==> config.mk <==
export PLATFORM = sky130hd
export DESIGN_NAME = arbitro_memoria_dados
export DESIGN_NICKNAME = d
export VERILOG_FILES = /design/src/rtl/nrisc_mem_pkg.sv /design/src/rtl/arbitro_rr2.sv /design/src/rtl/arbitro_memoria_dados.sv
export SDC_FILE = /design/constraint.sdc
export NUM_CORES = 1
export LEC_CHECK = 0
export CELL_PAD_IN_SITES_DETAIL_PLACEMENT = 0
export CELL_PAD_IN_SITES_GLOBAL_PLACEMENT = 1
export CORE_MARGIN = 3
export CORE_UTILIZATION = 26
export CTS_CLUSTER_DIAMETER = 30
export DETAILED_ROUTE_END_ITERATION = 10
export PLACE_DENSITY = 0.85
export SLEW_MARGIN = 20
export SYNTH_ARGS = -nofsm -noshare
export SYNTH_HDL_FRONTEND = slang
export SYNTH_SLANG_ARGS = --single-unit
==> constraint.sdc <==
create_clock -name clk -period 1.7 [get_ports clk]
set_clock_uncertainty 0.05 [all_clocks]
set_input_delay 0.255 -clock clk [delete_from_list [all_inputs] [get_ports clk]]
set_output_delay 0.255 -clock clk [all_outputs]
set_load 0.005 [all_outputs]
==> src/rtl/nrisc_mem_pkg.sv <==
// nrisc_mem_pkg: shared constants and state encoding for the data-memory arbiter
package nrisc_mem_pkg;
  localparam int LARGURA_END = 8;
  localparam int LARGURA_DADO = 8;
  localparam int REQ_A = 0;
  localparam int REQ_B = 1;
  typedef enum logic [1:0] {OCIOSO = 2'd0, SERV_A = 2'd1, SERV_B = 2'd2} estado_t;
endpackage

==> src/rtl/arbitro_rr2.sv <==
// arbitro_rr2: two-way grant logic with round-robin pointer and fixed-priority anti-starvation counter
//  clk, reset   clock, asynchronous active-low reset
//  req_i[1:0]   masked requests (bit REQ_A, bit REQ_B)
//  avanca_i     an arbitration is taken at this edge (pointer/counter may move)
//  gnt_o[1:0]   one-hot grant, combinational
module arbitro_rr2 #(
  parameter int PRIORIDADE_A = 0,
  parameter int MAX_ESPERA = 4
) (
  input  logic       clk,
  input  logic       reset,
  input  logic [1:0] req_i,
  input  logic       avanca_i,
  output logic [1:0] gnt_o
);
  import nrisc_mem_pkg::*;
  logic ptr_q;
  logic [3:0] espera_q;
  logic ambos, vence_b;
  always_comb begin
    ambos = &req_i;
    vence_b = ambos ? ((PRIORIDADE_A != 0) ? (espera_q == 4'(MAX_ESPERA)) : ptr_q) : req_i[REQ_B];
    gnt_o = {vence_b, ~vence_b} & req_i;
  end
  // Pointer moves only on a real contest; counter counts contests B lost and clears whenever B wins.
  always_ff @(posedge clk or negedge reset) begin
    if (!reset) begin
      ptr_q <= 1'b0;
      espera_q <= '0;
    end else if (avanca_i) begin
      if (ambos) ptr_q <= ~vence_b;
      espera_q <= (vence_b || PRIORIDADE_A == 0) ? '0 : espera_q + 4'(ambos);
    end
  end
endmodule

==> src/rtl/arbitro_memoria_dados.sv <==
// arbitro_memoria_dados: shares the data memory between the core (A) and the loader/debug port (B)
//  clk, reset              clock, asynchronous active-low reset
//  req/esc/end/dado_{a,b}  request, write flag, address, write data (sampled at grant)
//  ack_{a,b}               one-cycle completion pulse
//  leitura_{a,b}           last read data of each requester
//  ocupado                 an access is in service
//  mem_*                   memory MemWrite/MemRead/address/write data; mem_dado_saida is the read data
module arbitro_memoria_dados #(
  parameter int LARGURA_END = nrisc_mem_pkg::LARGURA_END,
  parameter int LARGURA_DADO = nrisc_mem_pkg::LARGURA_DADO,
  parameter int PRIORIDADE_A = 0,
  parameter int MAX_ESPERA = 4
) (
  input  logic                    clk,
  input  logic                    reset,
  input  logic                    req_a,
  input  logic                    req_b,
  input  logic                    esc_a,
  input  logic                    esc_b,
  input  logic [LARGURA_END-1:0]  end_a,
  input  logic [LARGURA_END-1:0]  end_b,
  input  logic [LARGURA_DADO-1:0] dado_a,
  input  logic [LARGURA_DADO-1:0] dado_b,
  output logic                    ack_a,
  output logic                    ack_b,
  output logic [LARGURA_DADO-1:0] leitura_a,
  output logic [LARGURA_DADO-1:0] leitura_b,
  output logic                    ocupado,
  output logic                    mem_habilita_escrita,
  output logic                    mem_habilita_leitura,
  output logic [LARGURA_END-1:0]  mem_endereco,
  output logic [LARGURA_DADO-1:0] mem_dado_entrada,
  input  logic [LARGURA_DADO-1:0] mem_dado_saida
);
  import nrisc_mem_pkg::*;
  estado_t estado_q, estado_d;
  logic esc_q, ack_a_q, ack_b_q;
  logic [LARGURA_END-1:0] end_q;
  logic [LARGURA_DADO-1:0] dado_q, leitura_a_q, leitura_b_q;
  logic [1:0] req_m, gnt;
  // The request being served is still high at its closing edge, so it is masked to avoid serving it twice.
  assign req_m = {req_b & (estado_q != SERV_B), req_a & (estado_q != SERV_A)};
  arbitro_rr2 #(.PRIORIDADE_A(PRIORIDADE_A), .MAX_ESPERA(MAX_ESPERA)) u_arb (
    .clk(clk),
    .reset(reset),
    .req_i(req_m),
    .avanca_i(|req_m),
    .gnt_o(gnt)
  );
  always_comb estado_d = gnt[REQ_A] ? SERV_A : gnt[REQ_B] ? SERV_B : OCIOSO;
  always_ff @(posedge clk or negedge reset) begin
    if (!reset) begin
      estado_q <= OCIOSO;
      esc_q <= 1'b0;
      end_q <= '0;
      dado_q <= '0;
      ack_a_q <= 1'b0;
      ack_b_q <= 1'b0;
      leitura_a_q <= '0;
      leitura_b_q <= '0;
    end else begin
      estado_q <= estado_d;
      ack_a_q <= estado_q == SERV_A;
      ack_b_q <= estado_q == SERV_B;
      if (estado_q == SERV_A && !esc_q) leitura_a_q <= mem_dado_saida;
      if (estado_q == SERV_B && !esc_q) leitura_b_q <= mem_dado_saida;
      if (|gnt) begin
        esc_q <= gnt[REQ_A] ? esc_a : esc_b;
        end_q <= gnt[REQ_A] ? end_a : end_b;
        dado_q <= gnt[REQ_A] ? dado_a : dado_b;
      end
    end
  end
  // Pins come straight from registers: enables fall with the async reset and address/data hold when idle.
  assign ocupado = estado_q != OCIOSO;
  assign mem_habilita_escrita = ocupado & esc_q;
  assign mem_habilita_leitura = ocupado & ~esc_q;
  assign mem_endereco = end_q;
  assign mem_dado_entrada = dado_q;
  assign ack_a = ack_a_q;
  assign ack_b = ack_b_q;
  assign leitura_a = leitura_a_q;
  assign leitura_b = leitura_b_q;
endmodule

==> metrics.md, run 1 <==
| Metric | Value |
|---|---|
| Die height | `83.6 µm` |
| First-pass DRT Iterations | `4` |
| Cell Chain, Critical Path | `nand2b_4, maj3_2, and2_4, a221o_1` |
| Ports | `83` |
| Vias in the first global route | `1396` |
| Sequential share of the synthesized area | `0.608` |
| CTS H-tree depth | `2` |
| Global-route usage over all layers | `0.117` |
| Final Max Slew Viols | `0` |
| CP Max Fanout | `18` |
| CP required | `1.82 ns` |
| PwrDens | `1540 nW/µm²` |
| Unrepaired setup endpoints after global routing | `false` |
| CTS sink count | `38` |
| Largest cells by area after synthesis | `dfrtp_1, mux2_2, a221o_1` |
| # setup viols final | `0` |
| Post-Syn Instances | `113` |
| Delay-heaviest family, CP | `flip-flops` |
| Largest net degree at the start of global routing | `39` |
| Root Driver | `clkbuf_8` |
| Vias per inst | `4.48` |
| Post-Syn Nets | `159` |
| Vias | `1260` |
| Worst-margin pin slew | `0.474 ns` |
| Worst skew pair latency | `0.28 ns` |
| CP arrival | `1.75 ns` |
| Main synth FF type | `dfrtp_1` |
| Tightest Hold Check Type | `reg -> reg` |
| Slowest stage delay, CP | `0.42 ns` |
| Yosys top cell area share | `0.608` |
| Max cap viols | `0` |
| Mean post-synth cell area | `13.8 µm²` |
| Crit path capture type | `flop` |
| Yosys warning total | `0` |
| Crit-path slowest cell | `dfrtp_1` |
| Antenna violation net count after detailed routing | `0` |
| Tcrit/Tclk final | `0.963` |
| Static Leak | `1.14 nW` |
| Final hold vios | `0` |
| Clock transition at path regs | `0.07 ns` |
| TritonCTS clock tree | `done` |
| Initial Util | `0.276` |
| Most frequent cell after synthesis | `dfrtp_1` |
| Buf/Inv on CP | `0` |
| Max VDD drop | `0.649 mV` |
| Seq cells post-synth | `38` |
| Yosys cell types | `21` |
| Post-synth top cells | `dfrtp_1, and2_1, a221o_1` |
| Placer Congestion | `0.688` |
| Port Buffers | `82` |
| Antenna diode count | `0` |
| Post-DP HPWL | `2820 µm` |
| Yosys top cell by area | `dfrtp_1` |
| WL per Instance | `14.0 µm` |
| Core footprint | `5680 µm²` |
| Initial antenna violation count | `0` |
| Die width | `83.6 µm` |
| Setup CP Type | `reg -> reg` |
| Final nets | `254` |
| Syn-to-layout area delta | `71.8%` |
| Row count | `27` |
| First-pass GRT wire length | `6590 µm` |
| DR iter-0 viols | `22` |
| Outcome | `finished clean` |
| Fraction of registers with async set or reset after synthesis | `1.00` |
| Grt ovf | `0` |
| Relative slew margins | `0.684` |
| Post-synthesis cell area | `1560 µm²` |
| Fill cell count | `530` |
| EDFF count, synth | `0` |
| Num CTS Buffers | `5` |
| Final core occ | `0.474` |
| Final WL | `3940 µm` |
| Max clock buf depth | `2` |
| Die Area | `6980 µm²` |
| Drt drc | `0` |
| Clock period minus worst slack | `1.64 ns` |
| Startpoint types | `flop` |
| FMAX | `611 MHz` |
| Layout cells sized above 1 | `0.182` |
| Hold_ws | `0.456 ns` |
power breakdown:
group,switching (mW),total (mW),internal [mW]
combinational,0.530,1.72,1.19
sequential,0.222,1.51,1.29
clock,0.319,0.906,0.588
cell families (layout without fill, tap and decap cells):
group	after synthesis	in the layout	share of synthesized area
adder cells (fa/ha/maj)	1	1	0.00720
buffers and inverters	7	103	0.0272
flip-flops	38	38	0.608
multiplexers	16	16	0.115
AO/OA/AOI/OAI	21	21	0.126
XOR/XNOR	1	1	0.00560
AND/OR/NAND/NOR	29	29	0.111
area by class of cell:
type | instances | area, µm² | share of cell area
Sequential cell | 38 | 951 | 0.354
Timing Repair Buffer | 92 | 915 | 0.340
Multi-Input combinational cell | 68 | 583 | 0.217
Tap cell | 72 | 90.1 | 0.0335
Clock buffer | 5 | 68.8 | 0.0256
Clock inverter | 3 | 68.8 | 0.0256
Inverter | 3 | 11.3 | 0.00419
metrics by stage:
stage	cell area (µm²)	worst slack [ns]	power, mW	instances	TNS, ns
final	2690	0.0634	4.14	281	0
after global routing	2690	0.00520	4.41	281	0
after CTS	2680	0.0332	4.21	280	0
after detailed placement	2520	-0.222	3.25	269	-3.47
after global placement	2520	-0.194	3.22	269	-3.25
after floorplan	1570	-0.0103	2.16	113	-0.0924
worst paths after layout:
path	to	cells after the start	slack [ns]	from
setup / recovery	mem_dado_entrada[4]	4	0.06	u_arb.ptr_q
hold / removal	leitura_b[3]	1	0.46	leitura_b[3]
setup reg to reg	mem_dado_entrada[4]	4	0.06	u_arb.ptr_q
hold reg to reg	leitura_b[3]	1	0.46	leitura_b[3]
max in group asynchronous	estado_q[0]	3	0.77	reset
min in group asynchronous	leitura_a[0]	3	0.49	reset
sequential cells by signal, indices dropped and copies added, names as in the netlist:
register and flops:
ack_b 1, mem_dado_entrada 8, estado_q 2, leitura_b 8, ack_a 1, leitura_a 8, u_arb.ptr_q 1, esc_q 1
mem_endereco 8
cell usage in the layout (no fill, tap or decap):
master           synthesis  routed
buf_4                    0       7
dfrtp_1                 38      38
nand2_1                  1       1
maj3_2                   1       1
nand2b_1                 3       2
nor2_1                   2       2
and2_4                   0       1
clkdlybuf4s50_1          0      78
buf_12                   0       2
o21ai_1                  1       1
a21oi_1                  1       1
and2_1                  19      18
a21o_1                   1       1
buf_2                    1       1
a221o_1                 17      17
nand2b_4                 0       1
nand4_1                  1       1
and3_1                   1       1
clkinv_4                 0       1
o2bb2ai_1                1       1
dlygate4sd3_1            0       1
or2_4                    0       1
xnor2_1                  1       1
dlygate4sd2_1            0       3
clkbuf_8                 0       5
bufinv_16                0       2
mux2_2                  16      16
nor2b_1                  1       1
inv_1                    3       3
repair_timing:
| action | in CTS | in global routing |
|---|---|---|
| setup endpoints to repair | 3 | 4 |
| pin swaps | 0 | 0 |
| hold buffers | 1 | 0 |
| gates resized for setup | 4 | 0 |
| setup buffers | 2 | 1 |
| hold endpoints to repair | 38 | 0 |
per-layer routing:
layer  share of wire  up-vias  GRT usage
li1                -      606          -
met1            0.46      589      0.150
met2            0.45       56      0.179
met3           0.077        9     0.0405
met4           0.018        0     0.0482
met5               0        -          0
No activity file was read; power rests on OpenSTA's default activity.
==> run 2, diff against run 1 <==
--- a/config.mk
+++ b/config.mk
@@ -7,11 +7,13 @@
 export LEC_CHECK = 0
 export CELL_PAD_IN_SITES_DETAIL_PLACEMENT = 0
 export CELL_PAD_IN_SITES_GLOBAL_PLACEMENT = 1
+export CORE_ASPECT_RATIO = 1.5
 export CORE_MARGIN = 3
 export CORE_UTILIZATION = 26
 export CTS_CLUSTER_DIAMETER = 30
 export DETAILED_ROUTE_END_ITERATION = 10
 export PLACE_DENSITY = 0.85
+export RECOVER_POWER = 100
 export SLEW_MARGIN = 20
 export SYNTH_ARGS = -nofsm -noshare
 export SYNTH_HDL_FRONTEND = slang
==> run 2 against run 1 <==
Clock-buffer cell count up 1. Non-clock buffer count grew 2. Register-to-register slack better by 0.02 ns. Die area grew 0.27%. Setup slack better by 0.011 ns. Largest power group unchanged. Critical path type is now reg -> out.
==> metrics.md, run 2 (synthesis results as in run 1) <==
| Metric | Value |
|---|---|
| Setup ws final | `0.0744 ns (was 0.0634 ns)` |
| Worst path depth | `3 (was 4)` |
| Setup TNS | `0 ns (unchanged)` |
| Reg area | `951 µm² (unchanged)` |
| Layout cells sized above 1 | `0.190 (was 0.182)` |
| Worst reg2reg path startpoint | `u_arb.ptr_q (unchanged)` |
| Syn-to-layout area delta | `72.1% (was 71.8%)` |
| CP arrival | `1.32 ns (was 1.75 ns)` |
| Placed Cells | `272 (was 269)` |
| Worst skew pair latency | `0.28 ns (about the same)` |
| CTS sink count | `38 (unchanged)` |
| Unrepaired setup endpoints after global routing | `false (unchanged)` |
| WL per Instance | `13.2 µm (was 14.0 µm)` |
| Area occupied by multi-input gates | `583 µm² (unchanged)` |
| Grt ovf | `0 (unchanged)` |
| Buf/Inv on CP | `1 (was 0)` |
| Die Area | `7000 µm² (was 6980 µm²)` |
| Final Max Slew Viols | `0 (unchanged)` |
| Vias per inst | `4.47 (was 4.48)` |
| Max clock buf depth | `2 (unchanged)` |
| Antenna diode count | `0 (unchanged)` |
| Final nets | `256 (was 254)` |
| First-pass DRT Iterations | `4 (unchanged)` |
| Commonest cells after routing, fill and taps aside | `clkdlybuf4s50_1, dfrtp_1, dlygate4sd3_1 (was clkdlybuf4s50_1, dfrtp_1, and2_1)` |
| Antenna violation net count after detailed routing | `0 (unchanged)` |
| Max VDD drop | `0.527 mV (was 0.649 mV)` |
| Worst hold stages | `1 (unchanged)` |
| Die width | `69.3 µm (was 83.6 µm)` |
| Outcome | `finished clean (unchanged)` |
| Num CTS Buffers | `5 (unchanged)` |
| Core footprint | `5830 µm² (was 5680 µm²)` |
| Hold_ws | `0.451 ns (was 0.456 ns)` |
| Root Driver | `clkbuf_8 (unchanged)` |
| Final hold vios | `0 (unchanged)` |
| Row count | `34 (was 27)` |
| DR iter-0 viols | `41 (was 22)` |
| Slowest stage delay, CP | `0.38 ns (was 0.42 ns)` |
| Static Leak | `1.18 nW (was 1.14 nW)` |
| Clock transition at path regs | `0.07 ns (about the same)` |
| Pre-CTS worst setup slack | `-0.219 ns (was -0.222 ns)` |
| Reg2reg path depth | `4 (unchanged)` |
| Origin of the worst setup path | `estado_q[1] (was u_arb.ptr_q)` |
| FF-to-FF setup slack | `0.08 ns (was 0.06 ns)` |
| Startpoint types | `flop (unchanged)` |
| Initial antenna violation count | `0 (unchanged)` |
| Relative slew margins | `0.402 (was 0.684)` |
| Global-route usage over all layers | `0.111 (was 0.117)` |
| Delay-heaviest family, CP | `simple AND/OR/NAND/NOR gates (was flip-flops)` |
| First-pass GRT wire length | `6120 µm (was 6590 µm)` |
| Crit path capture type | `output pin (was flop)` |
| Startpoint of the worst hold path | `leitura_b[7] (was leitura_b[3])` |
| Setup CP Type | `reg -> out (was reg -> reg)` |
| Vias in the first global route | `1315 (was 1396)` |
| TritonCTS clock tree | `done (unchanged)` |
| Port Buffers | `82 (unchanged)` |
| CTS H-tree depth | `2 (unchanged)` |
| Clock period minus worst slack | `1.63 ns (was 1.64 ns)` |
| Tcrit/Tclk final | `0.956 (was 0.963)` |
| Largest net degree at the start of global routing | `39 (unchanged)` |
| Initial Util | `0.268 (was 0.276)` |
| PwrDens | `1480 nW/µm² (was 1540 nW/µm²)` |
| Placer Congestion | `0.703 (was 0.688)` |
| Crit-path slowest cell | `dfrtp_1 (unchanged)` |
| Max cap viols | `0 (unchanged)` |
| Die height | `101 µm (was 83.6 µm)` |
| # setup viols final | `0 (unchanged)` |
| Ports | `83 (unchanged)` |
| Worst-margin pin slew | `0.898 ns (was 0.474 ns)` |
| Commonest non-fill, non-tap cell in the layout | `clkdlybuf4s50_1 (unchanged)` |
| Drt drc | `0 (unchanged)` |
| CP required | `1.39 ns (was 1.82 ns)` |
| Final WL | `3740 µm (was 3940 µm)` |
| FMAX | `615 MHz (was 611 MHz)` |
| Tightest Hold Check Type | `reg -> reg (unchanged)` |
| Fill cell count | `545 (was 530)` |
| Vias | `1266 (was 1260)` |
| Post-DP HPWL | `2890 µm (was 2820 µm)` |
| CP Max Fanout | `3 (was 18)` |
| Cell Chain, Critical Path | `or2_4, and2_1, dlygate4sd2_1 (was nand2b_4, maj3_2, and2_4, a221o_1)` |
| Layout Cells excl Fill | `283 (was 281)` |
-- run 2: path summary, 6_finish.rpt --
| kind | endpoint |
|---|---|
| hold reg to reg | leitura_b[7] |
| min in group asynchronous | leitura_a[3] |
| max in group asynchronous | estado_q[0] |
| hold / removal | leitura_b[7] |
| setup reg to reg | mem_endereco[1] |
| setup / recovery | mem_habilita_escrita |
-- run 2: per-stage QoR --
step | util | total power, mW | cell area, µm²
after global routing | 0.462 | 4.25 | 2690
after global placement | 0.434 | 3.21 | 2530
after floorplan | - | 2.16 | 1570
final | 0.462 | 3.99 | 2690
after CTS | 0.460 | 4.20 | 2680
after detailed placement | 0.434 | 3.25 | 2530
-- run 2: area by class of cell --
| cell class | instances | share of cell area |
|---|---|---|
| timing repair buffer | 94 | 0.339 |
| tap | 72 | 0.0335 |
| clock inverter | 2 | 0.0223 |
| sequential | 38 | 0.353 |
| multi-input combinational | 68 | 0.217 |
| inverter | 3 | 0.00418 |
| clock buffer | 6 | 0.0307 |
-- run 2: per-layer routing --
metal / share of wire / routed length, µm / vias to the layer above / global-route usage
met5: 0 / 0 / - / 0
met4: 0.016 / 59 / 0 / 0.0406
met3: 0.067 / 251 / 5 / 0.0419
met2: 0.53 / 2000 / 54 / 0.196
met1: 0.38 / 1430 / 596 / 0.120
li1: - / - / 611 / -
-- run 2: repair_timing --
item / 4_1_cts / 5_1_grt
endpoints found under the setup margin: 3 / 11
buffers inserted: 0 / 2
gates resized for setup: 3 / 1
hold endpoints to repair: 38 / 0
hold buffers: 1 / 0
-- run 2: power by group --
group | leakage [nW] | switching [mW] | total (mW) | internal, mW
clock | 0.0714 | 0.308 | 0.934 | 0.626
sequential | 0.457 | 0.201 | 1.49 | 1.29
combinational | 0.652 | 0.517 | 1.57 | 1.05
-- run 2: worst reg2reg max path, cell delays in order (launching register included) --
cell and delay [ns]:
dfrtp_1 0.41, nand2b_4 0.15, maj3_2 0.29, and2_4 0.23, a221o_1 0.37
==> run 3, diff against run 2 <==
--- a/config.mk
+++ b/config.mk
@@ -8,11 +8,11 @@
 export CELL_PAD_IN_SITES_DETAIL_PLACEMENT = 0
 export CELL_PAD_IN_SITES_GLOBAL_PLACEMENT = 1
 export CORE_ASPECT_RATIO = 1.5
-export CORE_MARGIN = 3
+export CORE_MARGIN = 2
 export CORE_UTILIZATION = 26
 export CTS_CLUSTER_DIAMETER = 30
 export DETAILED_ROUTE_END_ITERATION = 10
-export PLACE_DENSITY = 0.85
+export PLACE_DENSITY = 0.77
 export RECOVER_POWER = 100
 export SLEW_MARGIN = 20
 export SYNTH_ARGS = -nofsm -noshare
==> run 3 against run 2 <==
Setup slack got worse by 0.022 ns. Non-clock buffer count fell by 2. Critical path type is now reg -> reg. Global-route usage is 1.3 points higher. Largest cell class unchanged. First-iteration DRC count down 88%. Die area fell by 4.8%.
==> metrics.md, run 3 (synthesis results as in run 1) <==
| Metric | Value |
|---|---|
| Cell Chain, Critical Path | `nand2b_1, maj3_2, and2_4, a221o_1 (was or2_4, and2_1, dlygate4sd2_1)` |
| Ports | `83 (unchanged)` |
| Drt drc | `0 (unchanged)` |
| Max VDD drop | `0.500 mV (was 0.527 mV)` |
| Combinational share of power | `0.417 (was 0.393)` |
| Num CTS Buffers | `5 (unchanged)` |
| Slowest stage delay, CP | `0.43 ns (was 0.38 ns)` |
| Design area | `2630 µm² (was 2690 µm²)` |
| Placer Congestion | `0.702 (was 0.703)` |
| Layout cells sized above 1 | `0.167 (was 0.190)` |
| Grt ovf | `0 (unchanged)` |
| Post-DP HPWL | `2960 µm (was 2890 µm)` |
| Setup TNS | `0 ns (unchanged)` |
| # setup viols final | `0 (unchanged)` |
| WL met2 | `2090 µm (was 2000 µm)` |
| Delay-heaviest family, CP | `flip-flops (was simple AND/OR/NAND/NOR gates)` |
| Commonest non-fill, non-tap cell in the layout | `clkdlybuf4s50_1 (unchanged)` |
| Final hold vios | `0 (unchanged)` |
| Pre-CTS worst setup slack | `-0.221 ns (was -0.219 ns)` |
| Fill cell count | `541 (was 545)` |
| Hold_ws | `0.452 ns (was 0.451 ns)` |
| CP Max Fanout | `18 (was 3)` |
| Core footprint | `5830 µm² (unchanged)` |
| Pint | `2.63 mW (was 2.97 mW)` |
| Commonest cells after routing, fill and taps aside | `clkdlybuf4s50_1, dfrtp_1, dlygate4sd3_1 (unchanged)` |
| PwrDens | `1390 nW/µm² (was 1480 nW/µm²)` |
| Syn-to-layout area delta | `68.0% (was 72.1%)` |
| Vias in the first global route | `1343 (was 1315)` |
| Final WL | `3910 µm (was 3740 µm)` |
| First-pass GRT wire length | `6090 µm (was 6120 µm)` |
| Row count | `34 (unchanged)` |
| Switch share | `0.280 (was 0.257)` |
| CTS sink count | `38 (unchanged)` |
| Crit-path slowest cell | `dfrtp_1 (unchanged)` |
| Tcrit/Tclk final | `0.969 (was 0.956)` |
| Psw | `1.02 mW (was 1.03 mW)` |
| Area after detailed placement | `2530 µm² (about the same)` |
| CTS H-tree depth | `2 (unchanged)` |
| Metal-1 WL | `1410 µm (was 1430 µm)` |
| FMAX | `607 MHz (was 615 MHz)` |
| Clock power frac | `0.173 (was 0.234)` |
| Final nets | `254 (was 256)` |
| Buf/Inv on CP | `0 (was 1)` |
| Worst skew pair latency | `0.28 ns (about the same)` |
| Clock transition at path regs | `0.07 ns (about the same)` |
| Clock period minus worst slack | `1.65 ns (was 1.63 ns)` |
| TritonCTS clock tree | `done (unchanged)` |
| Relative slew margins | `0.275 (was 0.402)` |
| Largest net degree at the start of global routing | `21 (was 39)` |
| WL per Instance | `13.9 µm (was 13.2 µm)` |
| Vias per inst | `4.47 (about the same)` |
| Metal3 WL | `333 µm (was 251 µm)` |
| Die Area | `6660 µm² (was 7000 µm²)` |
| Die height | `99.0 µm (was 101 µm)` |
| CP arrival | `1.77 ns (was 1.32 ns)` |
| Outcome | `finished clean (unchanged)` |
| Unrepaired setup endpoints after global routing | `false (unchanged)` |
| DR iter-0 viols | `5 (was 41)` |
| Vias | `1255 (was 1266)` |
| Global-route usage over all layers | `0.124 (was 0.111)` |
| Crit path capture type | `flop (was output pin)` |
| Root Driver | `clkbuf_8 (unchanged)` |
| Tightest Hold Check Type | `reg -> reg (unchanged)` |
| Worst-margin pin slew | `1.09 ns (was 0.898 ns)` |
| Max cap viols | `0 (unchanged)` |
| Setup CP Type | `reg -> reg (was reg -> out)` |
| Port Buffers | `82 (unchanged)` |
| Startpoint types | `flop (unchanged)` |
| Max clock buf depth | `2 (unchanged)` |
| CP required | `1.82 ns (was 1.39 ns)` |
| Antenna diode count | `0 (unchanged)` |
| Sequential share of power | `0.410 (was 0.373)` |
| Die width | `67.3 µm (was 69.3 µm)` |
| Antenna violation net count after detailed routing | `0 (unchanged)` |
| Static Leak | `1.14 nW (was 1.18 nW)` |
| Final Max Slew Viols | `0 (unchanged)` |
| Initial antenna violation count | `0 (unchanged)` |
| Highest routed layer | `met4 (unchanged)` |
| First-pass DRT Iterations | `4 (unchanged)` |
| Initial Util | `0.268 (unchanged)` |
| Setup ws final | `0.0526 ns (was 0.0744 ns)` |
## run 3: path summary, 6_finish.rpt
path | startpoint | endpoint | slack [ns] | cells after the start
max | u_arb.ptr_q | mem_endereco[5] | 0.05 | 4
min | leitura_a[5] | leitura_a[5] | 0.45 | 1
max reg2reg | u_arb.ptr_q | mem_endereco[5] | 0.05 | 4
min reg2reg | leitura_a[5] | leitura_a[5] | 0.45 | 1
max in group asynchronous | reset | mem_endereco[1] | 0.29 | 3
min in group asynchronous | reset | estado_q[1] | 0.64 | 2
## run 3: power groups by stage
| stage | Clock [mW] | Combinational [mW] | Sequential, mW |
|---|---|---|---|
| 6_report | 0.632 | 1.52 | 1.50 |
| 5_1_grt | 0.699 | 1.65 | 1.54 |
| 4_1_cts | 0.668 | 1.71 | 1.52 |
| 3_5_place_dp | 0 | 1.69 | 1.54 |
| 3_3_place_gp | 0 | 1.67 | 1.54 |
| 2_1_floorplan | 0 | 0.628 | 1.54 |
## run 3: worst register-to-register path, delay by kind of cell, from the launching register on
| kind | cells | cell delay (ns) |
|---|---|---|
| flip-flops | 1 | 0.43 |
| adder cells (fa/ha/maj) | 1 | 0.30 |
| AND/OR/NAND/NOR | 2 | 0.40 |
| AO/OA/AOI/OAI | 1 | 0.37 |
## run 3: layout make-up
type | instances | area [µm²] | share of cell area
Multi-Input combinational cell | 68 | 576 | 0.219
Clock inverter | 1 | 5.00 | 0.00190
Tap cell | 72 | 90.1 | 0.0343
Inverter | 3 | 11.3 | 0.00429
Clock buffer | 7 | 86.3 | 0.0329
Sequential cell | 38 | 951 | 0.362
Timing Repair Buffer | 92 | 908 | 0.346
## run 3: per-layer routing
layer | GRT usage | vias up
li1 | - | 603
met2 | 0.221 | 64
met4 | 0.0518 | 0
met3 | 0.0479 | 6
met5 | 0 | -
met1 | 0.124 | 582
## run 3: timing repair
action                                 in CTS  in global routing
hold buffers                                1                  0
endpoints found under the hold margin      18                  0
setup endpoints to repair                   3                  0
gates resized for setup                     4                  0
buffers inserted                            2                  0
## run 3: through the flow
| step | std cells | util | total power, mW |
|---|---|---|---|
| floorplan | 113 | - | 2.16 |
| detailed placement | 270 | 0.433 | 3.23 |
| CTS | 281 | 0.453 | 3.90 |
| finish | 281 | 0.451 | 3.65 |
| global route | 281 | 0.451 | 3.89 |
| global placement | 270 | 0.433 | 3.20 |
